`src/rtl/mem_bus_arbiter_pkg.sv`:
```
// Shared definitions for the RAM bus arbiter: FSM state encodings,
// counter widths and a small index helper used by the requester picker.
package mem_bus_arbiter_pkg;

   // Width of the locked-burst counter (holds up to MAX_LOCK-1 = 14).
   localparam int LOCK_CNT_W = 4;

   // Width of the WAIT-state down counter (holds up to MEM_LAT-2 = 5).
   localparam int WAIT_CNT_W = 3;

   // Arbiter FSM encodings.
   typedef enum logic [1:0] {
      ARB_IDLE   = 2'd0,
      ARB_ACCESS = 2'd1,
      ARB_WAIT   = 2'd2,
      ARB_DONE   = 2'd3
   } arb_state_e;

   // Wrap an index that may have run one lap past n back into 0..n-1.
   function automatic int wrapIdx(input int idx, input int n);
      return (idx >= n) ? (idx - n) : idx;
   endfunction

endpackage

```
`src/rtl/mem_bus_arbiter_rr_picker.sv`:
```
// Combinational winner selection: requester 0 wins outright when CPU priority
// is enabled, otherwise the first active request at or after the round-robin
// pointer wins, wrapping around the top.
module rr_picker
   import mem_bus_arbiter_pkg::*;
#(
   parameter int N_REQ = 3,
   parameter int IDX_W = 2
) (
   input  logic [N_REQ-1:0] req_i,
   input  logic [IDX_W-1:0] rr_ptr_i,
   input  logic             cpu_prio_i,
   output logic [N_REQ-1:0] pick_o,
   output logic [IDX_W-1:0] pick_idx_o
);

   logic             found;
   logic [IDX_W-1:0] candIdx;

   // Scan requesters starting at the pointer; the first hit becomes the pick.
   always_comb begin
      pick_o     = '0;
      pick_idx_o = '0;
      found      = 1'b0;
      candIdx    = '0;
      if (cpu_prio_i && req_i[0]) begin
         pick_o[0] = 1'b1;
         found     = 1'b1;
      end else begin
         for (int k = 0; k < N_REQ; k++) begin
            candIdx = IDX_W'(wrapIdx(int'(rr_ptr_i) + k, N_REQ));
            if (!found && req_i[candIdx]) begin
               found           = 1'b1;
               pick_o[candIdx] = 1'b1;
               pick_idx_o      = candIdx;
            end
         end
      end
   end

endmodule

```
`src/rtl/mem_bus_arbiter.sv`:
```
// Single-port RAM bus arbiter. Picks one requester, latches its access,
// runs one fixed-latency RAM cycle and pulses ack with read data. A locked
// owner may keep the bus for back-to-back accesses, bounded while others wait.
module mem_bus_arbiter
   import mem_bus_arbiter_pkg::*;
#(
   parameter int N_REQ    = 3,
   parameter int MEM_LAT  = 1,
   parameter int CPU_PRIO = 1,
   parameter int MAX_LOCK = 4
) (
   input  logic               clk,
   input  logic               reset_cycle,
   input  logic [N_REQ-1:0]   req,
   input  logic [N_REQ-1:0]   lock,
   input  logic [8*N_REQ-1:0] addr_in,
   input  logic [N_REQ-1:0]   we_in,
   input  logic [8*N_REQ-1:0] wdata_in,
   output logic [N_REQ-1:0]   grant,
   output logic [N_REQ-1:0]   ack,
   output logic [7:0]         rdata,
   output logic [7:0]         mem_addr,
   output logic               mem_we,
   output logic [7:0]         mem_wdata,
   input  logic [7:0]         mem_rdata,
   output logic               busy
);

   localparam int IDX_W = (N_REQ > 1) ? $clog2(N_REQ) : 1;

   arb_state_e             state_q,    state_d;
   logic [N_REQ-1:0]       grant_q,    grant_d;
   logic [IDX_W-1:0]       winner_q,   winner_d;
   logic [IDX_W-1:0]       rr_ptr_q,   rr_ptr_d;
   logic [LOCK_CNT_W-1:0]  lock_cnt_q, lock_cnt_d;
   logic [WAIT_CNT_W-1:0]  wait_cnt_q, wait_cnt_d;
   logic [7:0]             addr_q,     addr_d;
   logic [7:0]             wdata_q,    wdata_d;
   logic                   we_q,       we_d;
   logic [7:0]             rdata_q,    rdata_d;

   logic [N_REQ-1:0]       pick;
   logic [IDX_W-1:0]       pick_idx;
   logic [IDX_W-1:0]       sel_idx;
   logic                   hold_bus;
   logic                   others_req;
   logic [7:0]             addr_arr  [N_REQ];
   logic [7:0]             wdata_arr [N_REQ];

   // Split the packed per-requester buses into indexable arrays.
   for (genvar g = 0; g < N_REQ; g++) begin : g_unpack
      assign addr_arr[g]  = addr_in[8*g +: 8];
      assign wdata_arr[g] = wdata_in[8*g +: 8];
   end

   rr_picker #(
      .N_REQ (N_REQ),
      .IDX_W (IDX_W)
   ) u_picker (
      .req_i      (req),
      .rr_ptr_i   (rr_ptr_q),
      .cpu_prio_i (CPU_PRIO != 0),
      .pick_o     (pick),
      .pick_idx_o (pick_idx)
   );

   // State and datapath registers; reset drops the bus at once, no ack.
   always_ff @(posedge clk or posedge reset_cycle) begin
      if (reset_cycle) begin
         state_q    <= ARB_IDLE;
         grant_q    <= '0;
         winner_q   <= '0;
         rr_ptr_q   <= '0;
         lock_cnt_q <= '0;
         wait_cnt_q <= '0;
         addr_q     <= '0;
         wdata_q    <= '0;
         we_q       <= 1'b0;
         rdata_q    <= '0;
      end else begin
         state_q    <= state_d;
         grant_q    <= grant_d;
         winner_q   <= winner_d;
         rr_ptr_q   <= rr_ptr_d;
         lock_cnt_q <= lock_cnt_d;
         wait_cnt_q <= wait_cnt_d;
         addr_q     <= addr_d;
         wdata_q    <= wdata_d;
         we_q       <= we_d;
         rdata_q    <= rdata_d;
      end
   end

   // Next-state logic: arbitrate in IDLE, sequence the access, and in DONE
   // either continue a locked burst or release the bus and advance rr_ptr.
   always_comb begin
      state_d    = state_q;
      grant_d    = grant_q;
      winner_d   = winner_q;
      rr_ptr_d   = rr_ptr_q;
      lock_cnt_d = lock_cnt_q;
      wait_cnt_d = wait_cnt_q;
      rdata_d    = rdata_q;
      hold_bus   = lock[winner_q] && req[winner_q];
      others_req = |(req & ~grant_q);
      sel_idx    = (state_q == ARB_IDLE) ? pick_idx : winner_q;
      addr_d     = addr_q;
      wdata_d    = wdata_q;
      we_d       = we_q;

      case (state_q)
         ARB_IDLE: begin
            if (|req) begin
               state_d  = ARB_ACCESS;
               grant_d  = pick;
               winner_d = pick_idx;
               addr_d   = addr_arr[sel_idx];
               wdata_d  = wdata_arr[sel_idx];
               we_d     = we_in[sel_idx];
            end
         end
         ARB_ACCESS: begin
            if (MEM_LAT > 1) begin
               state_d    = ARB_WAIT;
               wait_cnt_d = WAIT_CNT_W'(MEM_LAT - 2);
            end else begin
               state_d = ARB_DONE;
               if (!we_q) begin
                  rdata_d = mem_rdata;
               end
            end
         end
         ARB_WAIT: begin
            if (wait_cnt_q == '0) begin
               state_d = ARB_DONE;
               if (!we_q) begin
                  rdata_d = mem_rdata;
               end
            end else begin
               wait_cnt_d = wait_cnt_q - WAIT_CNT_W'(1);
            end
         end
         ARB_DONE: begin
            if (hold_bus && (!others_req ||
                             lock_cnt_q < LOCK_CNT_W'(MAX_LOCK - 1))) begin
               state_d = ARB_ACCESS;
               addr_d  = addr_arr[sel_idx];
               wdata_d = wdata_arr[sel_idx];
               we_d    = we_in[sel_idx];
               if (others_req) begin
                  lock_cnt_d = lock_cnt_q + LOCK_CNT_W'(1);
               end
            end else begin
               state_d    = ARB_IDLE;
               grant_d    = '0;
               lock_cnt_d = '0;
               rr_ptr_d   = (winner_q == IDX_W'(N_REQ - 1)) ? '0
                                                             : winner_q + IDX_W'(1);
            end
         end
         default: begin
            state_d = ARB_IDLE;
            grant_d = '0;
         end
      endcase
   end

   assign grant     = grant_q;
   assign ack       = (state_q == ARB_DONE) ? grant_q : '0;
   assign busy      = (state_q != ARB_IDLE);
   assign mem_we    = (state_q == ARB_ACCESS) && we_q;
   assign mem_addr  = addr_q;
   assign mem_wdata = wdata_q;
   assign rdata     = rdata_q;

endmodule

```
`config.mk`:
```
export PLATFORM = sky130hd
export DESIGN_NAME = mem_bus_arbiter
export DESIGN_NICKNAME = d
export VERILOG_FILES = /design/src/rtl/mem_bus_arbiter_pkg.sv /design/src/rtl/mem_bus_arbiter_rr_picker.sv /design/src/rtl/mem_bus_arbiter.sv
export SDC_FILE = /design/constraint.sdc
export NUM_CORES = 1
export LEC_CHECK = 0
export CAP_MARGIN = 20
export CELL_PAD_IN_SITES_DETAIL_PLACEMENT = 2
export CELL_PAD_IN_SITES_GLOBAL_PLACEMENT = 2
export CORE_MARGIN = 8
export CORE_UTILIZATION = 29
export DETAILED_ROUTE_END_ITERATION = 7
export PLACE_DENSITY = 0.9
export SLEW_MARGIN = 40
export SYNTH_ARGS = -nofsm -noshare
export SYNTH_HDL_FRONTEND = slang
export SYNTH_SLANG_ARGS = --single-unit
```
`constraint.sdc`:
```
create_clock -name clk -period 5.1 [get_ports clk]
set_clock_uncertainty 0.2 [all_clocks]
set_input_delay 1.02 -clock clk [delete_from_list [all_inputs] [get_ports clk]]
set_output_delay 1.02 -clock clk [all_outputs]
set_load 0.005 [all_outputs]
```
Yosys cells after proc, flatten, opt, wreduce, memory -nomap -nowiden
Cells that the tools add are included.
W data, S select, Z words.

cells by class
  reductions and logical operators = 27
  magnitude comparators = 13
  muxes and demuxes = 66
  bitwise logic cells = 7
  add/sub/neg operators = 8
  eq/ne operators = 9

operators by type and width
  cell                   count
  $mux W8                10
  $pmux W8 S2            3
  $bmux W8 S2            2
  $mux W2                12
  $mux W3                8
  $mux W1                17
  $lt A2 B3 Y1 const B   5
  $bmux W1 S2            6
  $reduce_and A2 Y1      6
  $logic_and A1 B1 Y1    8
  $mux W4                2
  $ne A2 B2 Y1 const B   4
  $pmux W2 S4            1
  $demux W1 S2           3
  $eq A2 B2 Y1 const B   3
  $ge A2 B1 Y1 const B   3
  $ge A3 B2 Y1 const B   2
  $or A3 B3 Y3           2
  $pmux W3 S2            1
  $reduce_and A3 Y1      2
  $reduce_bool A2 Y1     3
  $reduce_or A3 Y1       2
  $add A4 B1 Y4 const B  1
  $lt A4 B2 Y1 const B   1
  other kinds (19)       23

word-level totals
  output and inout port bits = 32
  register bits after elaboration = 41
  input bits = 67
  logic and storage cells = 140

Logic depth before layout (Yosys ltp)
Gate-level depths: netlist (run 1).

  word-level depth = 21
  depth in mapped cells = 11

Modules after synthesis
Synthesis (run 1) repeated with hierarchy kept, for this count alone.

second synthesis, totals
  cell total of the unflattened synthesis = 237
  area total of the unflattened synthesis = 2701.3 um2

modules (own cells, without submodules)
  module           area an instance (um2)  cells an instance  times used  sequential area each (um2)
  mem_bus_arbiter  2324.7                  185                1           1026.0
  rr_picker        376.6                   52                 1           0.0

Worst setup path before layout (run 1)
No wires, ideal clock.

  path kind = input to register
  start point = in req[2]
  end point = reg addr_q[3], in the netlist mem_addr[3]
  arrival time = 2.532 ns
  path slack = 2.292 ns
  required time = 4.824 ns
  setup time = 0.076 ns
  stages on the path = 8
  cells stage by stage = buf_2 mux2i_1 o21ai_1 o41ai_4 a31oi_4 buf_6 mux2_4 o21ai_1

between the ends
  cells in the longest elaborated chain, start to end = 19
  elaborated cells on any way between the ends = 38

RTL lines
  element                                     line                                            RTL
  start: declaration                          mem_bus_arbiter.sv:14                           input logic [N_REQ-1:0] req,
  $bmux W1 S2                                 mem_bus_arbiter_rr_picker.sv:32                 if (!found && req_i[candIdx]) begin
  $mux W1 (not written as such)               mem_bus_arbiter_rr_picker.sv:32
  $mux W1                                     mem_bus_arbiter_rr_picker.sv:32
  $mux W1                                     mem_bus_arbiter_rr_picker.sv:26                 if (cpu_prio_i && req_i[0]) begin
  $logic_not A1 Y1                            mem_bus_arbiter_rr_picker.sv:32
  $logic_and A1 B1 Y1                         mem_bus_arbiter_rr_picker.sv:32
  $mux W1                                     mem_bus_arbiter_rr_picker.sv:32
  $mux W1                                     mem_bus_arbiter_rr_picker.sv:26
  [2 not listed]                              n/a
  $mux W2                                     mem_bus_arbiter_rr_picker.sv:32
  $mux W2                                     mem_bus_arbiter_rr_picker.sv:26
  $mux W2                                     mem_bus_arbiter.sv:106                          sel_idx = (state_q == ARB_IDLE) ? pick_idx : winner_q;
  $not A2 Y3 (not written as such)            mem_bus_arbiter.sv:117, mem_bus_arbiter.sv:147
  $bmux W8 S2                                 mem_bus_arbiter.sv:117, mem_bus_arbiter.sv:147
  $mux W8 (not written as such) (2 in a row)  mem_bus_arbiter.sv:117, mem_bus_arbiter.sv:147
  $mux W8 (on tied branches)                  mem_bus_arbiter.sv:144, mem_bus_arbiter.sv:113
  $pmux W8 S2                                 mem_bus_arbiter.sv:111                          case (state_q)
  end signal: assignment                      mem_bus_arbiter.sv:87                           addr_q <= addr_d;
  end: declaration                            mem_bus_arbiter.sv:37                           logic [7:0] addr_q, addr_d;

Parallel ways exist; a longest one is shown, timed or not. The select of a mux whose other input is x is not followed.
A chain may end at the register's enable or synchronous reset.

Final worst setup path (run 1)
  start point = in req[0]
  end point = reg wdata_q[0], in the netlist mem_wdata[0]

between the ends
  cells in the longest elaborated chain, start to end = 19
  elaborated cells on any way between the ends = 38

RTL lines
  element                                     line                                            RTL
  $bmux W1 S2                                 mem_bus_arbiter_rr_picker.sv:32
  $mux W1 (not written as such)               mem_bus_arbiter_rr_picker.sv:32
  $mux W1                                     mem_bus_arbiter_rr_picker.sv:32
  $mux W1                                     mem_bus_arbiter_rr_picker.sv:26
  $logic_not A1 Y1                            mem_bus_arbiter_rr_picker.sv:32
  $logic_and A1 B1 Y1                         mem_bus_arbiter_rr_picker.sv:32
  $mux W1                                     mem_bus_arbiter_rr_picker.sv:32
  $mux W1                                     mem_bus_arbiter_rr_picker.sv:26
  [2 not listed]                              n/a
  $mux W2                                     mem_bus_arbiter_rr_picker.sv:32
  $mux W2                                     mem_bus_arbiter_rr_picker.sv:26
  $mux W2                                     mem_bus_arbiter.sv:106
  $not A2 Y3 (not written as such)            mem_bus_arbiter.sv:118, mem_bus_arbiter.sv:148
  $bmux W8 S2                                 mem_bus_arbiter.sv:118, mem_bus_arbiter.sv:148
  $mux W8 (not written as such) (2 in a row)  mem_bus_arbiter.sv:118, mem_bus_arbiter.sv:148
  $mux W8 (on tied branches)                  mem_bus_arbiter.sv:144, mem_bus_arbiter.sv:113
  $pmux W8 S2                                 mem_bus_arbiter.sv:111
  end signal: assignment                      mem_bus_arbiter.sv:88                           wdata_q <= wdata_d;
  end: declaration                            mem_bus_arbiter.sv:38                           logic [7:0] wdata_q, wdata_d;

Parallel ways exist; a longest one is shown, timed or not. The select of a mux whose other input is x is not followed.

==> reports/metrics.cfg, run 1 <==
[setup_path]
r2r-end = mem_wdata[0]$_DFFE_PP0P_
cp_num_cells = 7
cp.required_ns = 5.11
crit_buf_inv = 1
cp_max_fo = 17
cp-startpoint = req[0]
startpoint_type = input pin
arrival_ns = 3.66
reg2reg_slack_ns = 1.97
critical-path-max-stage-delay_ns = 0.76
crit_end = mem_wdata[0]$_DFFE_PP0P_
crit_family = compound AO/OA/AOI/OAI gates
r2r-start = rr_ptr_q[0]$_DFFE_PP0P_
ff2ff_path_depth = 8
worstPathCellList = clkdlybuf4s50_1, mux2i_1, o21ai_1, o41ai_4, a31oi_4, mux2_2, o21ai_0
cp_slowest_cell = clkdlybuf4s50_1
worstSetupPathType = in -> reg
critPathCaptureType = flip-flop

[drt]
ant_nets = 0
first_pass_iters = 4
drc = 0
viasPerCell = 5.05
wl_per_cell_um = 19.7
routed_wl_um = 9440
drtIter0Drc = 44
num_vias = 2418

[cells_and_area]
n_antenna_cell = 0
drive_above_1_share = 0.139
stdcell_count = 479
stdcell_area_mm2 = 0.00386
nets = 445
final_common_cell = clkdlybuf4s50_1
syn2layout_area_growth_pct = 41.5
final_cell_mix = clkdlybuf4s50_1, nand2_1, dfrtp_1, mux2i_1, mux2_2

[global_route]
use_met1 = 0.161
track_usage = 0.153
antenna_found_initial = 0
grt-ovfl-total = 0
grt_use_met2 = 0.269
grt.busiest_layer = met2
grt_max_degree = 42
grt_pass1_wl_um = 15300
grt_use_met3 = 0.0687
grt_pass1_vias = 2877

[place]
place_hpwl_um = 7720
dp_slack_ns = 1.05
port_buffers = 98
gp_congestion = 0.794
post_dp_cell_area_mm2 = 0.00377
place_inst = 471

[synth]
yosysSeqAreaShare = 0.376
synth_area_mm2 = 0.00273
ys_types = 49
yosys_warnings = 0
ys_async_sr_fraction = 1.00
synth_edf_count = 0
synth_seq_cells = 41
synthFlopType = dfrtp_1
syn-mean-instance-area_um2 = 9.89
netlist_instances = 276
synth.net_count = 354

[min_path]
min_path_type = reg -> reg

[die]
std_cell_rows = 35
die_h_um = 113
dieArea_mm2 = 0.0128
start_util = 0.297
coreArea_mm2 = 0.00920
die_w_um = 113
io_pins = 99

[cts]
clk-insertion-delay-late_ns = 0.30
cts.path.max_buffers = 2
htreeDepth = 2
cts_buffers = 5
cts_resized = 0
path_clk_slew_ns = 0.08
cts_tree = done
cts_root_buf = clkbuf_8
numClockSinks = 41
postCtsSetupBuffers = 0
hold_buffers = 0

[timing]
maxSlewHeadroom = 0.489
slew_viol_final = 0
setup-violations-final = 0
rsz0062_at_grt = no
fin_crit_sh = 0.717
layout_min_cycle_time_ns = 3.66
setup_tns_ns = 0
layout_setup_ws_ns = 1.44
fmax_mhz = 274
tightest_slew_ns = 0.766
final-hold-violation-count = 0

[power_and_ir_drop]
power_density_mw_per_mm2 = 566
p_leak_nw = 1.63
p_total_mw = 2.19
irDropWorstVdd_mv = 0.168

[run_status]
status = finished clean

[run]
max-cap-violations = 0

kinds of logic after synthesis:
kind of cell	after synthesis	synth area share
AND/OR/NAND/NOR	92	0.169
flip-flops	41	0.376
adder cells (fa/ha/maj)	11	0.0504
buffers and inverters	29	0.0550
AO/OA/AOI/OAI	54	0.143
multiplexers	48	0.204
XOR/XNOR	1	0.00321
layout make-up:
type	instances	area, um^2
sequential	41	1030
clock buffer	6	82.6
inverter	13	48.8
multi-input combinational	206	1560
timing repair buffer	100	996
tap	111	139
clock inverter	2	13.8
fill	996	5330
report_power, final:
part / switching (mW) / total (mW) / leakage (nW) / internal, mW
Clock: 0.122 / 0.232 / 0.0512 / 0.110
Combinational: 0.682 / 1.38 / 1.07 / 0.696
Sequential: 0.109 / 0.577 / 0.513 / 0.468
Total: 0.913 / 2.19 / 1.63 / 1.27
sequential cells by signal, indices dropped and copies added (netlist names):
name / cells
state_q: 2
mem_wdata: 8
rdata: 8
we_q: 1
rr_ptr_q: 2
grant: 3
lock_cnt_q: 4
mem_addr: 8
wait_cnt_q: 3
winner_q: 2
per-layer routing:
layer  vias up  wire length, um
li1       1141                -
met1      1178             3730
met2        87             4730
met3        12              824
met4         0              153
met5         -                0
cells in the mapped netlist (2+ instances only):
cell type,n,area (um^2)
o21a_1,3,22.5
and3b_1,2,17.5
nor2b_1,4,25.0
a21o_1,2,15.0
nor3_1,5,25.0
and2_1,7,43.8
o21ai_0,17,85.1
o21ai_2,6,52.6
a211oi_1,2,15.0
nand2b_1,7,43.8
o22ai_1,2,12.5
mux2_4,10,150
mux2i_1,19,190
and4b_1,2,20.0
inv_1,13,48.8
o21ai_1,6,30.0
buf_2,5,25.0
a21oi_1,4,20.0
nor2_1,7,26.3
buf_6,3,33.8
buf_4,3,22.5
a32oi_1,2,17.5
clkbuf_1,4,15.0
ha_1,11,138
nand3_1,2,10.0
nand3b_1,3,22.5
nand2_1,46,173
dfrtp_1,41,1030
mux2_2,18,203
worst min-delay path by stage:
| stage | start | depth (start not counted) | slack, ns | to |
|---|---|---|---|---|
| 6_report | wait_cnt_q[0]$_DFFE_PP0P_ | 1 | 0.28 | wait_cnt_q[0]$_DFFE_PP0P_ |
| 3_3_place_gp | mem_addr[2]$_DFFE_PP0P_ | 2 | 0.26 | mem_addr[2]$_DFFE_PP0P_ |
| 3_5_place_dp | wait_cnt_q[0]$_DFFE_PP0P_ | 1 | 0.27 | wait_cnt_q[0]$_DFFE_PP0P_ |
| 5_1_grt | wait_cnt_q[0]$_DFFE_PP0P_ | 1 | 0.32 | wait_cnt_q[0]$_DFFE_PP0P_ |
| 4_1_cts | wait_cnt_q[0]$_DFFE_PP0P_ | 1 | 0.28 | wait_cnt_q[0]$_DFFE_PP0P_ |
| 2_1_floorplan | wait_cnt_q[0]$_DFFE_PP0P_ | 1 | 0.25 | wait_cnt_q[0]$_DFFE_PP0P_ |
stage by stage:
| stage | util | hold slack, ns |
|---|---|---|
| after global routing | 0.420 | 0.319 |
| after detailed placement | 0.410 | 0.267 |
| after global placement | 0.410 | 0.260 |
| final | 0.420 | 0.278 |
| after CTS | 0.420 | 0.284 |
| after floorplan | - | 0.246 |
Note: power is estimated with default switching activity, not from simulation.
==> run 2, diff against run 1 <==
- CORE_UTILIZATION: 29 -> 27
- PLACE_DENSITY: 0.9 -> 0.84
- clock period: 5.1 -> 3.5 ns (I/O delays scaled with it)
==> reports/metrics.cfg, run 2 (synthesis gave the netlist of run 1 again) <==
[cts]
cts_tree = done
postCtsSetupBuffers = 0
cts_resized = 0
cts_root_buf = clkbuf_8
path_clk_slew_ns = 0.08
numClockSinks = 41
htreeDepth = 2
cts.path.max_buffers = 2
hold_buffers = 0
cts_buffers = 5
clk-insertion-delay-late_ns = 0.30

[global_route]
antenna_found_initial = 0
grt_pass1_wl_um = 14900
grt_pass1_vias = 2886
grt_max_degree = 35
track_usage = 0.141
grt-ovfl-total = 0

[drt]
drtIter0Drc = 52
wl_per_cell_um = 18.2
first_pass_iters = 4
drc = 0
route.met3.wl_um = 726
met1_length_um = 3630
routed-wl-met2_um = 4740
top_layer_used = met4
num_vias = 2418
ant_nets = 0
routed_wl_um = 9220
viasPerCell = 4.79

[setup_path]
cp_max_fo = 17
reg2reg_slack_ns = 0.69
startpoint_type = input pin
r2r-end = mem_wdata[4]$_DFFE_PP0P_
r2r-start = rr_ptr_q[0]$_DFFE_PP0P_
ff2ff_path_depth = 9
critPathCaptureType = flip-flop
arrival_ns = 2.91
cp.required_ns = 3.51
worstSetupPathType = in -> reg

[min_path]
hp-start = lock_cnt_q[3]$_DFFE_PP0P_
hold_end = lock_cnt_q[3]$_DFFE_PP0P_
min_path_type = reg -> reg
whs_path_depth = 1

[run_status]
status = finished clean

[timing]
maxSlewHeadroom = 0.569
layout_min_cycle_time_ns = 2.89
tightest_slew_ns = 0.641
setup_tns_ns = 0
layout_setup_ws_ns = 0.610
rsz0062_at_grt = no
slew_viol_final = 0
fmax_mhz = 346
final-hold-violation-count = 0
fin_crit_sh = 0.826
setup-violations-final = 0

[die]
std_cell_rows = 36
die_w_um = 117
io_pins = 99
die_h_um = 117
start_util = 0.279
dieArea_mm2 = 0.0136
coreArea_mm2 = 0.00977

[cells_and_area]
drive_above_1_share = 0.148
syn2layout_area_growth_pct = 45.3
final_common_cell = clkdlybuf4s50_1
nets = 449
final_cell_mix = clkdlybuf4s50_1, nand2_1, dfrtp_1, mux2i_1, mux2_2
post-route-util = 0.406
n_antenna_cell = 0
stdcell_count = 505

[power_and_ir_drop]
p_total_mw = 3.28
p_comb_frac = 0.623
switching_share = 0.396
p_int_mw = 1.98
switchingPower_mw = 1.30
irDropWorstVdd_mv = 0.266
seqPwrFrac = 0.254
p_leak_nw = 1.67
pwr-share-clk = 0.123
power_density_mw_per_mm2 = 826

[place]
gp_congestion = 0.807
place_hpwl_um = 7660
port_buffers = 98
dp_slack_ns = 0.315
place_inst = 497

[run]
max-cap-violations = 0

-- run 2: layout make-up --
class                      instances  area (um^2)
clock buffer                       7         86.3
clock inverter                     1         30.0
fill                            1083         5810
inverter                          13         50.0
multi-input combinational        206         1560
sequential                        41         1030
tap                              133          166
timing repair buffer             104         1050
-- run 2: stage by stage --
step | hold slack, ns | cell area [um^2]
after global routing | 0.315 | 3970
after detailed placement | 0.276 | 3850
after floorplan | 0.246 | 2730
after CTS | 0.295 | 3970
after global placement | 0.260 | 3850
final | 0.288 | 3970
-- run 2: metal layers --
layer,up-vias,GRT usage
li1,1144,-
met1,1184,0.150
met2,81,0.255
met3,9,0.0527
met4,0,0.0384
met5,-,0
-- run 2: critical path, stage by stage --
cell and delay (ns):
clkdlybuf4s50_1 0.69, mux2i_1 0.17, o21ai_1 0.32, o41ai_4 0.14, a31oi_4 0.19, buf_12 0.19, mux2_2 0.34, o21ai_0 0.16
-- run 2: how the worst max path moves through the flow --
stage,from,end,slack [ns],cells past startpoint
floorplan,req[2],mem_addr[3]$_DFFE_PP0P_,1.01,8
global route,req[2],mem_wdata[4]$_DFFE_PP0P_,0.46,8
CTS,req[1],mem_addr[1]$_DFFE_PP0P_,0.61,9
finish,req[2],mem_wdata[4]$_DFFE_PP0P_,0.61,8
global placement,req[2],mem_wdata[6]$_DFFE_PP0P_,0.44,8
detailed placement,req[2],mem_wdata[4]$_DFFE_PP0P_,0.32,8
-- run 2: power groups by stage --
stage	combinational, mW	sequential [mW]	clock (mW)
finish	2.04	0.833	0.403
global route	2.23	0.861	0.430
detailed placement	2.08	0.849	0
global placement	1.97	0.819	0
floorplan	1.29	0.817	0
CTS	2.09	0.840	0.415
